--- src/rtl/chan_arb16_pkg.sv ---
// Shared constants, GTP 8b/10b control words and FSM encodings for the chan_arb16 arbiter.
package chan_arb16_pkg;

    localparam int unsigned NCH   = 16;
    localparam int unsigned DW    = 16;
    localparam int unsigned PTR_W = 4;
    localparam int unsigned LEN_W = 10;
    localparam int unsigned GAP_W = 3;
    localparam int unsigned OVF_W = 8;
    localparam int unsigned BLK_W = 32;

    localparam logic [7:0]    K28_5   = 8'hBC;
    localparam logic [7:0]    K28_3   = 8'h7C;
    localparam logic [DW-1:0] COMMA_W = {8'h50, K28_5};

    typedef enum logic [1:0] {
        ST_IDLE   = 2'd0,
        ST_GRANT  = 2'd1,
        ST_STREAM = 2'd2,
        ST_GAP    = 2'd3
    } arb_state_e;

    // One GTP lane-0 word plus its charisk flag for the low byte
    typedef struct packed {
        logic [DW-1:0] data;
        logic          k;
    } gtp_word_t;

    localparam gtp_word_t COMMA_WORD = '{data: COMMA_W, k: 1'b1};

    function automatic gtp_word_t trig_word(input logic [7:0] tag);
        return '{data: {tag, K28_3}, k: 1'b1};
    endfunction

endpackage

--- src/rtl/chan_arb16_if.sv ---
// Channel-side and GTP-side signal bundle of the chan_arb16 arbiter.
interface chan_arb16_if;
    import chan_arb16_pkg::*;

    logic [NCH*DW-1:0] din;
    logic [NCH-1:0]    req;
    logic [NCH-1:0]    ack;
    logic [NCH-1:0]    en_mask;
    logic              trig;
    logic [7:0]        trig_tag;
    logic [DW-1:0]     gtp_data;
    logic              gtp_k;
    logic              busy;
    logic [OVF_W-1:0]  ovf_cnt;
    logic [BLK_W-1:0]  blk_cnt;

    modport master (
        output din, req, en_mask, trig, trig_tag,
        input  ack, gtp_data, gtp_k, busy, ovf_cnt, blk_cnt
    );

    modport slave (
        input  din, req, en_mask, trig, trig_tag,
        output ack, gtp_data, gtp_k, busy, ovf_cnt, blk_cnt
    );

endinterface

--- src/rtl/chan_arb16_rr.sv ---
// Combinational round-robin picker: first eligible requester at or after ptr, wrapping 15->0.
module chan_arb16_rr
    import chan_arb16_pkg::*;
(
    input  logic [NCH-1:0]   req,
    input  logic [PTR_W-1:0] ptr,
    output logic [PTR_W-1:0] sel_c,
    output logic             any_c
);

    logic [PTR_W-1:0] idx;

    always_comb begin
        sel_c = '0;
        any_c = 1'b0;
        idx   = '0;
        for (int i = 0; i < int'(NCH); i++) begin
            idx = ptr + PTR_W'(i);
            if (!any_c && req[idx]) begin
                sel_c = idx;
                any_c = 1'b1;
            end
        end
    end

endmodule

--- src/rtl/chan_arb16.sv ---
// Round-robin block arbiter from 16 channel processors onto GTP lane 0 with comma fill and trigger K-words.
// Define CHAN_ARB_CNT_EN to build the 32-bit completed-block counter; otherwise blk_cnt reads 0.
module chan_arb16
    import chan_arb16_pkg::*;
#(
    parameter int unsigned MAXLEN = 1023,
    parameter int unsigned GAPLEN = 1
)
(
    input  logic        clk,
    input  logic        rst,
    chan_arb16_if.slave bus
);

    arb_state_e       state, state_nx;
    logic [PTR_W-1:0] sel, sel_nx;
    logic [PTR_W-1:0] ptr, ptr_nx;
    logic [LEN_W-1:0] len, len_nx;
    logic [GAP_W-1:0] gap, gap_nx;
    gtp_word_t        out_q, out_nx;
    logic [OVF_W-1:0] ovf, ovf_nx;
    logic             busy_q;
    logic [NCH-1:0]   ack_c;

    logic [NCH-1:0]   req_elig_c;
    logic [PTR_W-1:0] pick_sel_c;
    logic             pick_any_c;
    logic [7:0]       din_base;
    logic [DW-1:0]    word_c;

    assign req_elig_c = bus.req & bus.en_mask;
    assign din_base   = {sel, 4'b0000};
    assign word_c     = bus.din[din_base +: DW];

    chan_arb16_rr u_rr (
        .req   (req_elig_c),
        .ptr   (ptr),
        .sel_c (pick_sel_c),
        .any_c (pick_any_c)
    );

    always_ff @(posedge clk) begin
        if (rst) begin
            state  <= ST_IDLE;
            sel    <= '0;
            ptr    <= '0;
            len    <= '0;
            gap    <= '0;
            out_q  <= COMMA_WORD;
            ovf    <= '0;
            busy_q <= 1'b0;
        end else begin
            state  <= state_nx;
            sel    <= sel_nx;
            ptr    <= ptr_nx;
            len    <= len_nx;
            gap    <= gap_nx;
            out_q  <= out_nx;
            ovf    <= ovf_nx;
            busy_q <= (state_nx == ST_STREAM);
        end
    end

    // A trig cycle freezes the whole FSM and only swaps the outgoing word for the K28.3 trigger word
    always_comb begin
        state_nx = state;
        sel_nx   = sel;
        ptr_nx   = ptr;
        len_nx   = len;
        gap_nx   = gap;
        out_nx   = COMMA_WORD;
        ovf_nx   = ovf;
        ack_c    = '0;
        if (bus.trig) begin
            out_nx = trig_word(bus.trig_tag);
        end else begin
            unique case (state)
                ST_IDLE: begin
                    if (pick_any_c) state_nx = ST_GRANT;
                end
                ST_GRANT: begin
                    if (pick_any_c) begin
                        sel_nx   = pick_sel_c;
                        ptr_nx   = pick_sel_c + PTR_W'(1);
                        len_nx   = '0;
                        state_nx = ST_STREAM;
                    end else begin
                        state_nx = ST_IDLE;
                    end
                end
                ST_STREAM: begin
                    if (len == LEN_W'(MAXLEN)) begin
                        state_nx = ST_GAP;
                        gap_nx   = '0;
                        if (ovf != '1) ovf_nx = ovf + OVF_W'(1);
                    end else begin
                        ack_c[sel] = 1'b1;
                        if (bus.req[sel]) begin
                            out_nx = '{data: word_c, k: 1'b0};
                            len_nx = len + LEN_W'(1);
                        end else begin
                            state_nx = ST_GAP;
                            gap_nx   = '0;
                        end
                    end
                end
                ST_GAP: begin
                    if (gap == GAP_W'(GAPLEN - 1)) state_nx = ST_IDLE;
                    else                           gap_nx   = gap + GAP_W'(1);
                end
                default: state_nx = ST_IDLE;
            endcase
        end
    end

    assign bus.ack      = ack_c;
    assign bus.gtp_data = out_q.data;
    assign bus.gtp_k    = out_q.k;
    assign bus.busy     = busy_q;
    assign bus.ovf_cnt  = ovf;

`ifdef CHAN_ARB_CNT_EN
    logic [BLK_W-1:0] blk_q;

    // Counts blocks ending either by req dropping or by the MAXLEN limit
    always_ff @(posedge clk) begin
        if (rst) begin
            blk_q <= '0;
        end else if (state == ST_STREAM && !bus.trig &&
                     (len == LEN_W'(MAXLEN) || !bus.req[sel])) begin
            blk_q <= blk_q + BLK_W'(1);
        end
    end

    assign bus.blk_cnt = blk_q;
`else
    assign bus.blk_cnt = '0;
`endif

endmodule

--- src/flat_wrapper.sv ---
// flat-port wrapper written by rule: the top's interface ports become plain ports
module chan_arb16_flat import chan_arb16_pkg::*;
#(
    parameter int unsigned MAXLEN = 1023,
    parameter int unsigned GAPLEN = 1
)
  (clk, rst, bus_din, bus_req, bus_en_mask, bus_trig, bus_trig_tag, bus_ack, bus_gtp_data, bus_gtp_k, bus_busy, bus_ovf_cnt, bus_blk_cnt);
  chan_arb16_if bus_i ();
  input  logic clk;
  input  logic rst;
  input wire logic [$bits(bus_i.din)-1:0] bus_din;
  input wire logic [$bits(bus_i.req)-1:0] bus_req;
  input wire logic [$bits(bus_i.en_mask)-1:0] bus_en_mask;
  input wire logic [$bits(bus_i.trig)-1:0] bus_trig;
  input wire logic [$bits(bus_i.trig_tag)-1:0] bus_trig_tag;
  output wire logic [$bits(bus_i.ack)-1:0] bus_ack;
  output wire logic [$bits(bus_i.gtp_data)-1:0] bus_gtp_data;
  output wire logic [$bits(bus_i.gtp_k)-1:0] bus_gtp_k;
  output wire logic [$bits(bus_i.busy)-1:0] bus_busy;
  output wire logic [$bits(bus_i.ovf_cnt)-1:0] bus_ovf_cnt;
  output wire logic [$bits(bus_i.blk_cnt)-1:0] bus_blk_cnt;
  assign bus_i.din = bus_din;
  assign bus_i.req = bus_req;
  assign bus_i.en_mask = bus_en_mask;
  assign bus_i.trig = bus_trig;
  assign bus_i.trig_tag = bus_trig_tag;
  assign bus_ack = bus_i.ack;
  assign bus_gtp_data = bus_i.gtp_data;
  assign bus_gtp_k = bus_i.gtp_k;
  assign bus_busy = bus_i.busy;
  assign bus_ovf_cnt = bus_i.ovf_cnt;
  assign bus_blk_cnt = bus_i.blk_cnt;
  chan_arb16 #(.MAXLEN(MAXLEN), .GAPLEN(GAPLEN)) u_core (.clk(clk), .rst(rst), .bus(bus_i));
endmodule
--- config.mk ---
export PLATFORM = sky130hd
export DESIGN_NAME = chan_arb16_flat
export DESIGN_NICKNAME = d
export VERILOG_FILES = /design/src/rtl/chan_arb16_pkg.sv /design/src/rtl/chan_arb16_if.sv /design/src/rtl/chan_arb16_rr.sv /design/src/rtl/chan_arb16.sv /design/src/flat_wrapper.sv
export SDC_FILE = /design/constraint.sdc
export NUM_CORES = 1
export LEC_CHECK = 0
export ABC_AREA = 1
export CORE_AREA = 2 2 146 148
export DETAILED_ROUTE_END_ITERATION = 8
export DIE_AREA = 0 0 148 150
export PLACE_DENSITY = 0.68
export REMOVE_ABC_BUFFERS = 1
export SETUP_SLACK_MARGIN = 0.15
export SYNTH_ARGS = -nofsm -noshare
export SYNTH_HDL_FRONTEND = slang
export SYNTH_HIERARCHICAL = 1
export SYNTH_SLANG_ARGS = --single-unit
--- constraint.sdc ---
create_clock -name clk -period 7.3 [get_ports clk]
set_input_delay 1.095 -clock clk [delete_from_list [all_inputs] [get_ports clk]]
set_output_delay 1.095 -clock clk [all_outputs]
set_load 0.02 [all_outputs]
* Yosys cells after proc, flatten, opt, wreduce, memory -nomap -nowiden
Index checks and enable logic that the tools add are counted.
** Word-level totals
- Memories :: 0
- Bits in read-only memories :: 0
- Word-level logic and storage cells :: 194
- Input bits :: 299
- Latch bits :: 0
- Bits in writable memories :: 0
- Bits in registers :: 49
- Output and inout port bits :: 74
** Cells by class
- Reduce and logical (&&, ||, !) cells :: 41
- Equal/unequal tests :: 11
- Multipliers :: 0
- Bitwise operators :: 4
- Add/subtract/negate cells :: 19
- Shift-type cells :: 1
- $lt $le $gt $ge :: 18
- Mux-type cells :: 90
- Div/mod/pow operators :: 0
** Operators by type and width (count)
- 256-bit by 9-bit variable part select with 16-bit output :: 1
- 4-bit by 5-bit < comparator with 1-bit output (second input constant) :: 17
- 1-bit binary-select mux with 4-bit select :: 17
- 17-bit 2-to-1 mux :: 4
- 4-bit 2-to-1 mux :: 16
- 16-bit 2-to-1 mux :: 3
- 1-bit 2-to-1 mux :: 34
- 4-bit adder (second input constant) :: 8
- 10-bit 2-to-1 mux :: 3
- 10-bit one-hot mux with 2 select lines :: 1
- 4-bit by 3-bit adder with 4-bit output (second input constant) :: 4
- 16-bit AND :: 1
- 1-bit logical AND :: 16
- 1-bit zero test :: 15
- 2-bit 2-to-1 mux :: 6
- 10-bit by 1-bit adder with 10-bit output (second input constant) :: 1
- 10-bit == test (second input constant) :: 1
- 3-bit 2-to-1 mux :: 3
- 4-bit by 1-bit adder with 4-bit output (second input constant) :: 2
- 4-bit by 2-bit adder with 4-bit output (second input constant) :: 2
- 8-bit by 1-bit adder with 8-bit output (second input constant) :: 1
- 8-bit != test (second input constant) :: 1
- 2-bit one-hot mux with 4 select lines :: 1
- 4-bit AND reduction :: 2
- 17 further kinds :: 24

* Logic depth before layout (Yosys ltp)
Gate-level depths: netlist of the first run.
- Depth in word-level cells :: 53
- Depth in mapped cells :: 25
- Mapped depth without buffers :: 24

* Modules after synthesis
Netlist of the first run, hierarchy kept.
** By module, submodules not included
- chan_arb16 :: instances 1, sequential area each 980.9 sq um, cells each 728, area each 4589.4 sq um
- chan_arb16_rr :: instances 1, sequential area each 0.0 sq um, cells each 355, area each 1785.5 sq um

* Worst setup path before layout of the first run
OpenSTA, ideal clock, no wires.
- Path type :: input to register
- Start :: input port bus_en_mask[11]
- End :: register u_core.len[8]
- Slack :: 3.802 ns
- Data required time :: 7.230 ns
- Arrival :: 3.428 ns
- Buffers on the path :: 2
- Cell stages on the path :: 23
- Library setup time :: 0.070 ns
- Cell sequence :: nand2_1 > inv_1 > nand2_1 > nand3_1 > nand3_1 > nand2_1 > nand2_2 > nand2_1 > nor2_4 > nand4_2 > nor3_2 > nand4_1 > nor2_2 > nand3_1 > nor2_2 > nand3b_1 > nand2_1 > nor2_2 > inv_2 > buf_2 > buf_2 > nand3_1 > a21oi_1
** Between the ends
- Cells in the longest elaborated chain, start to end :: 51
- Elaborated cells on any way between the ends :: 81
- Classes of those cells :: eq/ne: 1; mux: 48; bitwise: 1; reduce/logical: 31
** RTL lines
- from (decl) :: RTL line flat_wrapper.sv:13 : input wire logic [$bits(bus_i.en_mask)-1:0] bus_en_mask;
- 16-bit AND (*) :: RTL line chan_arb16.sv:31 : assign req_elig_c = bus.req & bus.en_mask;
- net u_core.req_elig_c[11] :: RTL line chan_arb16.sv:25 : logic [NCH-1:0] req_elig_c;
- 1-bit binary-select mux with 4-bit select :: RTL line chan_arb16_rr.sv:19 : if (!any_c && req[idx]) begin
- 1-bit 2-to-1 mux (not written as such) :: RTL line chan_arb16_rr.sv:19
- 1-bit 2-to-1 mux :: RTL line chan_arb16_rr.sv:19
- 1-bit zero test :: RTL line chan_arb16_rr.sv:19
- 1-bit logical AND :: RTL line chan_arb16_rr.sv:19
- 1-bit 2-to-1 mux :: RTL line chan_arb16_rr.sv:19
- [37 not listed]
- 1-bit logical AND :: RTL line chan_arb16_rr.sv:19
- 1-bit 2-to-1 mux :: RTL line chan_arb16_rr.sv:19
- 1-bit zero test :: RTL line chan_arb16_rr.sv:19
- 1-bit logical AND :: RTL line chan_arb16_rr.sv:19
- 1-bit 2-to-1 mux (*) :: RTL line chan_arb16_rr.sv:19
- net u_core.pick_any_c :: RTL line chan_arb16.sv:27 : logic pick_any_c;
- 2-bit by 1-bit != test with 1-bit output (no source line) (*)
- 5-bit AND reduction (no source line) (*)
- to (signal assigned) :: RTL line chan_arb16.sv:56 : len <= len_nx;
- to (decl) :: RTL line chan_arb16.sv:18 : logic [LEN_W-1:0] len, len_nx;
Mark *: on every way through the listed nets, which the timed path passes. The rest lies on a longest branch. The select of a mux whose other input is x is not followed.
A chain may end at the register's enable or synchronous reset.

* Worst setup path in the final report of the first run
- Start :: input port bus_trig
- End :: output port bus_ack[10]
** Between the ends
- Cells in the longest elaborated chain, start to end :: 1
** RTL lines
- from (decl) :: RTL line flat_wrapper.sv:14 : input wire logic [$bits(bus_i.trig)-1:0] bus_trig;
- 16-bit 2-to-1 mux :: RTL line chan_arb16.sv:74 : if (bus.trig) begin
- to (decl) :: RTL line flat_wrapper.sv:16 : output wire logic [$bits(bus_i.ack)-1:0] bus_ack;
Every way passes these cells.

==> impl_results.md, run 1 <==
- CP max FO: 13
- Syn-to-layout area delta: 56.4%
- Vias in the first global route: 8260
- Largest area contributor in the netlist: nand2_1
- Reg clk slew, reported paths: 70 ps
- Largest net degree at the start of global routing: 60
- P per Cell Area: 147 nW/um^2
- Critical path type: in2out
- Row cnt: 53
- I/O pin cnt: 373
- Worst hold slack: 498 ps
- Vias: 8680
- CP arrival: 3770 ps
- Number of max-cap violations: 0
- Total Routing Usage GR: 27.3%
- Async set-reset flop share out of synthesis: 0%
- Die ar.: 22200 um^2
- Avg Vias per Cell: 5.22
- Slew @ Worst Pin: 811 ps
- Syn avg cell area: 5.89 um^2
- Outcome: completed
- Root Driver: clkbuf_16
- Final net count: 1697
- TritonCTS clock tree: yes
- Tmin final: 4860 ps
- CP max stage cell: clkdlybuf4s50_1
- Slew Limit Fails: 0
- Synth unique cells: 40
- Rel. slew slack: 45.5%
- PortBufs: 340
- Max clock buf depth: 2
- Worst Hold Class: reg2reg
- Leakage power figure: 0.00417 uW
- CORE AREA: 20700 um^2
- Critical path's most frequent cell: clkdlybuf4s50_1
- DP Wirelength: 25.3 mm
- Post-route clock skew: 6.57 ps
- Drt pass-1 iters: 5
- Post-synth EDFFs: 0
- Area share of the largest cell type after synthesis: 18.7%
- Synth warn: 6
- Tcrit/Tclk final: 66.6%
- Commonest cells post-synth: nand2_1, a22oi_1, nand3_1
- Starting Density: 30.8%
- RSZ-0062 raised after global routing: no
- Antenna violations before repair: 3
- Die X: 148 um
- GRT Residual Overflow: 0
- Seq/Total Area, Yosys: 15.4%
- CTS buffer count: 5
- 1st-iter DRT viols: 740
- Setup TNS: 0 ps
- Post CTS Setup Buffer Count: 0
- Hold-fix buffers, CTS: 0
- Count leader, synth: nand2_1
- Worst Setup End Kind: output port
- Slowest stage delay, CP: 800 ps
- Htree depth: 2
- Num Clock Sinks: 49
- Post-CTS sizing: 0
- Nature of the critical path startpoint: input pin
- CP Cell Sequence: clkdlybuf4s50_1 > inv_1 > nand2_2 > nor2_2 > nand2_1 > nor2_1 > clkdlybuf4s50_1
- Hold Vio Cnt, Final: 0
- Worst VDD drop: 86.0 uV
- Clock Latency Late Sink: 290 ps
- Mapped Area: 6370 um^2
- Share of layout cells above drive strength 1: 5.70%
- Ranking of synthesized cells by area: nand2_1, dfxtp_1, a22oi_1, nand3_1, a21oi_1
- GP Congestion: 0.968
- Area of the multi-input gates: 4610 um^2
- F_max: 206 MHz
- Post-Synthesis Cells: 1083
- Die Y: 150 um
- Per-cell routed wire length: 18.9 um
- FF+latch count, synth: 49
- FILL cells: 2197
- WP data required: 6200 ps
- Antenna Violating Nets Remaining: 0
- Final WL: 31.5 mm
- Synth Flop Type: dfxtp_1
- # setup viols final: 0
- DRC viols: 0
- First-pass GRT wire length: 46.8 mm
- Register area: 981 um^2
-- worst max-delay path, delay by kind of cell --
| kind | cells | cell delay [ps] |
|---|---|---|
| simple gates | 4 | 650 |
| buf+inv | 3 | 2000 |
-- logic make-up after synthesis --
| kind of cell | after synthesis | synth area share (%) |
|---|---|---|
| XOR/XNOR | 20 | 2.75 |
| AO/OA/AOI/OAI | 227 | 23.5 |
| flip-flops | 49 | 15.4 |
| buffers and inverters | 182 | 14.5 |
| AND/OR/NAND/NOR | 592 | 41.5 |
| other | 1 | 0.0588 |
| adder cells (fa/ha/maj) | 12 | 2.36 |
-- routing by layer --
metal	track usage, %	share of wire (%)	up-vias
met1	33.8	41	3992
met2	45.7	46	398
met5	0	0.051	-
li1	-	-	4237
met3	8.51	10	51
met4	7.67	2.3	2
-- worst paths after layout --
check	end	slack (ps)	cells past startpoint	start
worst max-delay path	bus_ack[10]	2440	7	bus_trig
worst max register to register	u_core/len[2]	2500	22	u_core/ptr[1]
worst min-delay path	u_core/bus.ovf_cnt[1]	500	2	u_core/bus.ovf_cnt[1]
worst min register to register	u_core/bus.ovf_cnt[1]	500	2	u_core/bus.ovf_cnt[1]
-- area by class of cell --
type / count / area share, %
clock buffer: 6 / 1.39
tap: 275 / 3.45
antenna: 2 / 0.0502
sequential: 49 / 9.84
timing repair buffer: 352 / 35.0
multi-input combinational: 883 / 46.2
inverter: 95 / 3.63
clock inverter: 2 / 0.376
-- state kept, by name (all words and copies together), names as in the netlist --
signal               flops
u_core/bus.busy          1
u_core/bus.gtp_data     16
u_core/bus.gtp_k         1
u_core/bus.ovf_cnt       8
u_core/gap               3
u_core/len              10
u_core/ptr               4
u_core/sel               4
u_core/state             2
-- per-stage QoR --
stage / std cells / util [%] / total power, uW / area, um^2 / worst slack (ps)
floorplan: 1027 / - / 817 / 5930 / 2470
global placement: 1654 / 47.3 / 1170 / 9790 / 2480
detailed placement: 1654 / 47.3 / 1170 / 9790 / 2430
CTS: 1662 / 48.2 / 1460 / 9970 / 2430
global route: 1664 / 48.2 / 1560 / 9970 / 1980
finish: 1664 / 48.2 / 1460 / 9970 / 2440
-- power by group --
part | total (uW) | internal, uW | switching [uW]
logic | 891 | 354 | 537
registers | 296 | 277 | 19.0
clock network | 277 | 171 | 106
total | 1460 | 803 | 662
-- cells in the final DEF, fill, tap and decap left out, types with 10 or more instances in the layout --
cell type,Yosys,layout
clkdlybuf4s50_1,0,340
ha_1,12,12
a22oi_1,128,128
nand3_1,125,125
nor2_1,75,72
o21ai_1,12,12
nor3_1,10,10
inv_2,18,18
nand2_1,318,318
xor2_1,16,16
conb_1,1,32
inv_1,75,75
o21ai_0,11,11
a21oi_1,64,64
dfxtp_1,49,49
nand4_1,23,23
buf_4,36,12
Note: power is estimated with default switching activity, not from simulation.
==> run 2, diff against run 1 <==
--- a/config.mk
+++ b/config.mk
@@ -6,10 +6,10 @@
 export NUM_CORES = 1
 export LEC_CHECK = 0
 export ABC_AREA = 1
-export CORE_AREA = 2 2 146 148
+export CORE_AREA = 2 2 143 145
 export DETAILED_ROUTE_END_ITERATION = 8
-export DIE_AREA = 0 0 148 150
-export PLACE_DENSITY = 0.68
+export DIE_AREA = 0 0 145 147
+export PLACE_DENSITY = 0.7
 export REMOVE_ABC_BUFFERS = 1
 export SETUP_SLACK_MARGIN = 0.15
 export SYNTH_ARGS = -nofsm -noshare
==> constraint.sdc (replaced) <==
create_clock -name clk -period 4.96 [get_ports clk]
set_input_delay 0.744 -clock clk [delete_from_list [all_inputs] [get_ports clk]]
set_output_delay 0.744 -clock clk [all_outputs]
set_load 0.02 [all_outputs]
==> run 2 against run 1 <==
Net effect:
- via count down 0.24%
- clock skew up 4.2 ps
- sequential power up 44%
- power up 44%
- combinational power up 49%
- hold slack worse by 27 ps
- flip-flop and latch count unchanged
- global-route usage up 1.6 points
- core utilization up 2.0 points
- first-iteration DRC count down 17%
- largest power group unchanged
- clock power up 25%
==> impl_results.md, run 2 (synthesis results as in run 1) <==
- Die X: 145 um (was 148 um)
- Reg2Reg Setup Slack: 830 ps (was 2500 ps)
- DP Wirelength: 25.8 mm (was 25.3 mm)
- CTS buffer count: 5 (unchanged)
- Tmin final: 4130 ps
- PortBufs: 340 (unchanged)
- Largest net degree at the start of global routing: 65 (was 60)
- Root Driver: clkbuf_16 (unchanged)
- RSZ-0062 raised after global routing: no (unchanged)
- Share of layout cells above drive strength 1: 5.90% (was 5.70%)
- Hold Vio Cnt, Final: 0 (unchanged)
- CP bufs+invs: 4 (was 3)
- 1st-iter DRT viols: 615 (was 740)
- CORE AREA: 19800 um^2 (was 20700 um^2)
- First-pass GRT wire length: 48.3 mm (was 46.8 mm)
- Starting Density: 32.1% (was 30.8%)
- FILL cells: 2045 (was 2197)
- Post-route clock skew: 10.7 ps (was 6.57 ps)
- Delay-heaviest family, CP: simple AND/OR/NAND/NOR gates (was buffers and inverters)
- Die ar.: 21300 um^2 (was 22200 um^2)
- CP max stage cell: inv_1 (was clkdlybuf4s50_1)
- Rel. slew slack: 43.9% (was 45.5%)
- Nature of the critical path startpoint: register (was input pin)
- Hold-fix buffers, CTS: 0 (unchanged)
- Critical path's most frequent cell: nand2_1 (was clkdlybuf4s50_1)
- WP depth: 23 (was 7)
- Post-Route Utilization: 50.2% (was 48.2%)
- Critical path type: reg2reg (was in2out)
- Antenna Violating Nets Remaining: 0 (unchanged)
- F_max: 242 MHz
- Clock Latency Late Sink: 300 ps (was 290 ps)
- Max clock buf depth: 2 (unchanged)
- Avg Vias per Cell: 5.21 (was 5.22)
- Hold Path Depth: 2 (unchanged)
- GRT Residual Overflow: 0 (unchanged)
- CP arrival: 4330 ps (was 3770 ps)
- Vias in the first global route: 8310 (was 8260)
- Final WL: 31.7 mm (was 31.5 mm)
- I/O pin cnt: 373 (unchanged)
- GP Congestion: 1.02 (was 0.968)
- Row cnt: 52 (was 53)
- Setup TNS: 0 ps (unchanged)
- Drt pass-1 iters: 5 (unchanged)
- CP Cell Sequence: buf_4 > inv_2 > ha_1 > inv_1 > nand3_1 > nand3_1 > nand2_1 > nand2_1 > nand2_1 > nor2_4 > nand4_2 > nor3_2 > nand4_1 > nor2_2 > nand3_1 > nor2_2 > nand3b_1 > nand2_1 > nor2_2 > inv_2 > nand2_2 > a21oi_1 > nor2_1 (was clkdlybuf4s50_1 > inv_1 > nand2_2 > nor2_2 > nand2_1 > nor2_1 > clkdlybuf4s50_1)
- Worst VDD drop: 112 uV (was 86.0 uV)
- Worst Setup End Kind: register (was output port)
- Slowest stage delay, CP: 330 ps (was 800 ps)
- Most frequent cells in the layout: clkdlybuf4s50_1, nand2_1, a22oi_1 (unchanged)
- DRC viols: 0 (unchanged)
- Syn-to-layout area delta: 56.3% (was 56.4%)
- Worst hold slack: 471 ps (was 498 ps)
- Outcome: completed (unchanged)
- Fin cells: 1662 (was 1664)
- FF-to-FF path depth: 23 (was 22)
- # setup viols final: 0 (unchanged)
- Number of max-cap violations: 0 (unchanged)
- Antenna violations before repair: 1 (was 3)
- Leakage power figure: 0.00417 uW (about the same)
- Reg clk slew, reported paths: 70 ps (about the same)
- Final net count: 1701 (was 1697)
- Total Routing Usage GR: 28.9% (was 27.3%)
- Slew Limit Fails: 0 (unchanged)
- Tcrit/Tclk final: 83.2%
- TritonCTS clock tree: yes (unchanged)
- Commonest non-fill, non-tap cell in the layout: clkdlybuf4s50_1 (unchanged)
- Vias: 8659 (was 8680)
- Post-CTS sizing: 0 (unchanged)
- Post CTS Setup Buffer Count: 0 (unchanged)
- Slew @ Worst Pin: 835 ps (was 811 ps)
- WP data required: 5160 ps (was 6200 ps)
- Die Y: 147 um (was 150 um)
- Worst Hold Class: reg2reg (unchanged)
- Max FFs per register: 16 (unchanged)
- Num Clock Sinks: 49 (unchanged)
- CP max FO: 17 (was 13)
- P per Cell Area: 211 nW/um^2 (was 147 nW/um^2)
- Per-cell routed wire length: 19.1 um (was 18.9 um)
- Htree depth: 2 (unchanged)
- Placed insts: 1653 (was 1654)
run 2: changes by cell type in the layout (fill, tap and decap cells not counted), sizes merged:
cell      previous run  this run
bufinv               1         0
clkinvlp             1         2
buf                 12        16
diode                2         1
run 2: per-layer routing:
layer / GRT usage, % / vias to the layer above / wire length [um]
li1: - / 4242 / -
met1: 35.8 / 3974 / 13000
met2: 49.7 / 394 / 15000
met3: 7.76 / 49 / 2900
met4: 7.92 / 0 / 799
met5: 0 / - / 0
run 2: final timing paths:
check | end | from
worst max register to register | u_core/len[3] | u_core/ptr[1]
worst min-delay path | u_core/gap[2] | u_core/gap[2]
worst max-delay path | u_core/len[3] | u_core/ptr[1]
worst min register to register | u_core/gap[2] | u_core/gap[2]
run 2: metrics by stage:
stage	area [um^2]	setup WS (ps)	total power (uW)
2_1_floorplan	5930	482	1200
3_3_place_gp	9810	943	1740
3_5_place_dp	9810	875	1740
4_1_cts	9960	850	2090
5_1_grt	9960	362	2250
6_report	9960	833	2100
run 2: final cells by class:
type / count / area, um^2 / area share, %
Sequential cell: 49 / 981 / 9.85
Clock inverter: 2 / 15.0 / 0.151
Antenna cell: 1 / 2.50 / 0.0251
Multi-Input combinational cell: 883 / 4610 / 46.3
Clock buffer: 6 / 129 / 1.29
Inverter: 95 / 362 / 3.63
Timing Repair Buffer: 356 / 3520 / 35.4
Tap cell: 270 / 338 / 3.39
run 2: where the power goes:
group          leakage (uW)  internal (uW)  switching [uW]
logic               0.00371            527             804
registers          0.000398            408            17.0
clock network     0.0000631            188             160
total               0.00417           1120             980
run 2: worst min-delay path, stage by stage, from the launching register on:
cell     delay [ps]
dfxtp_1         310
nand2_1          60
a21oi_1          50
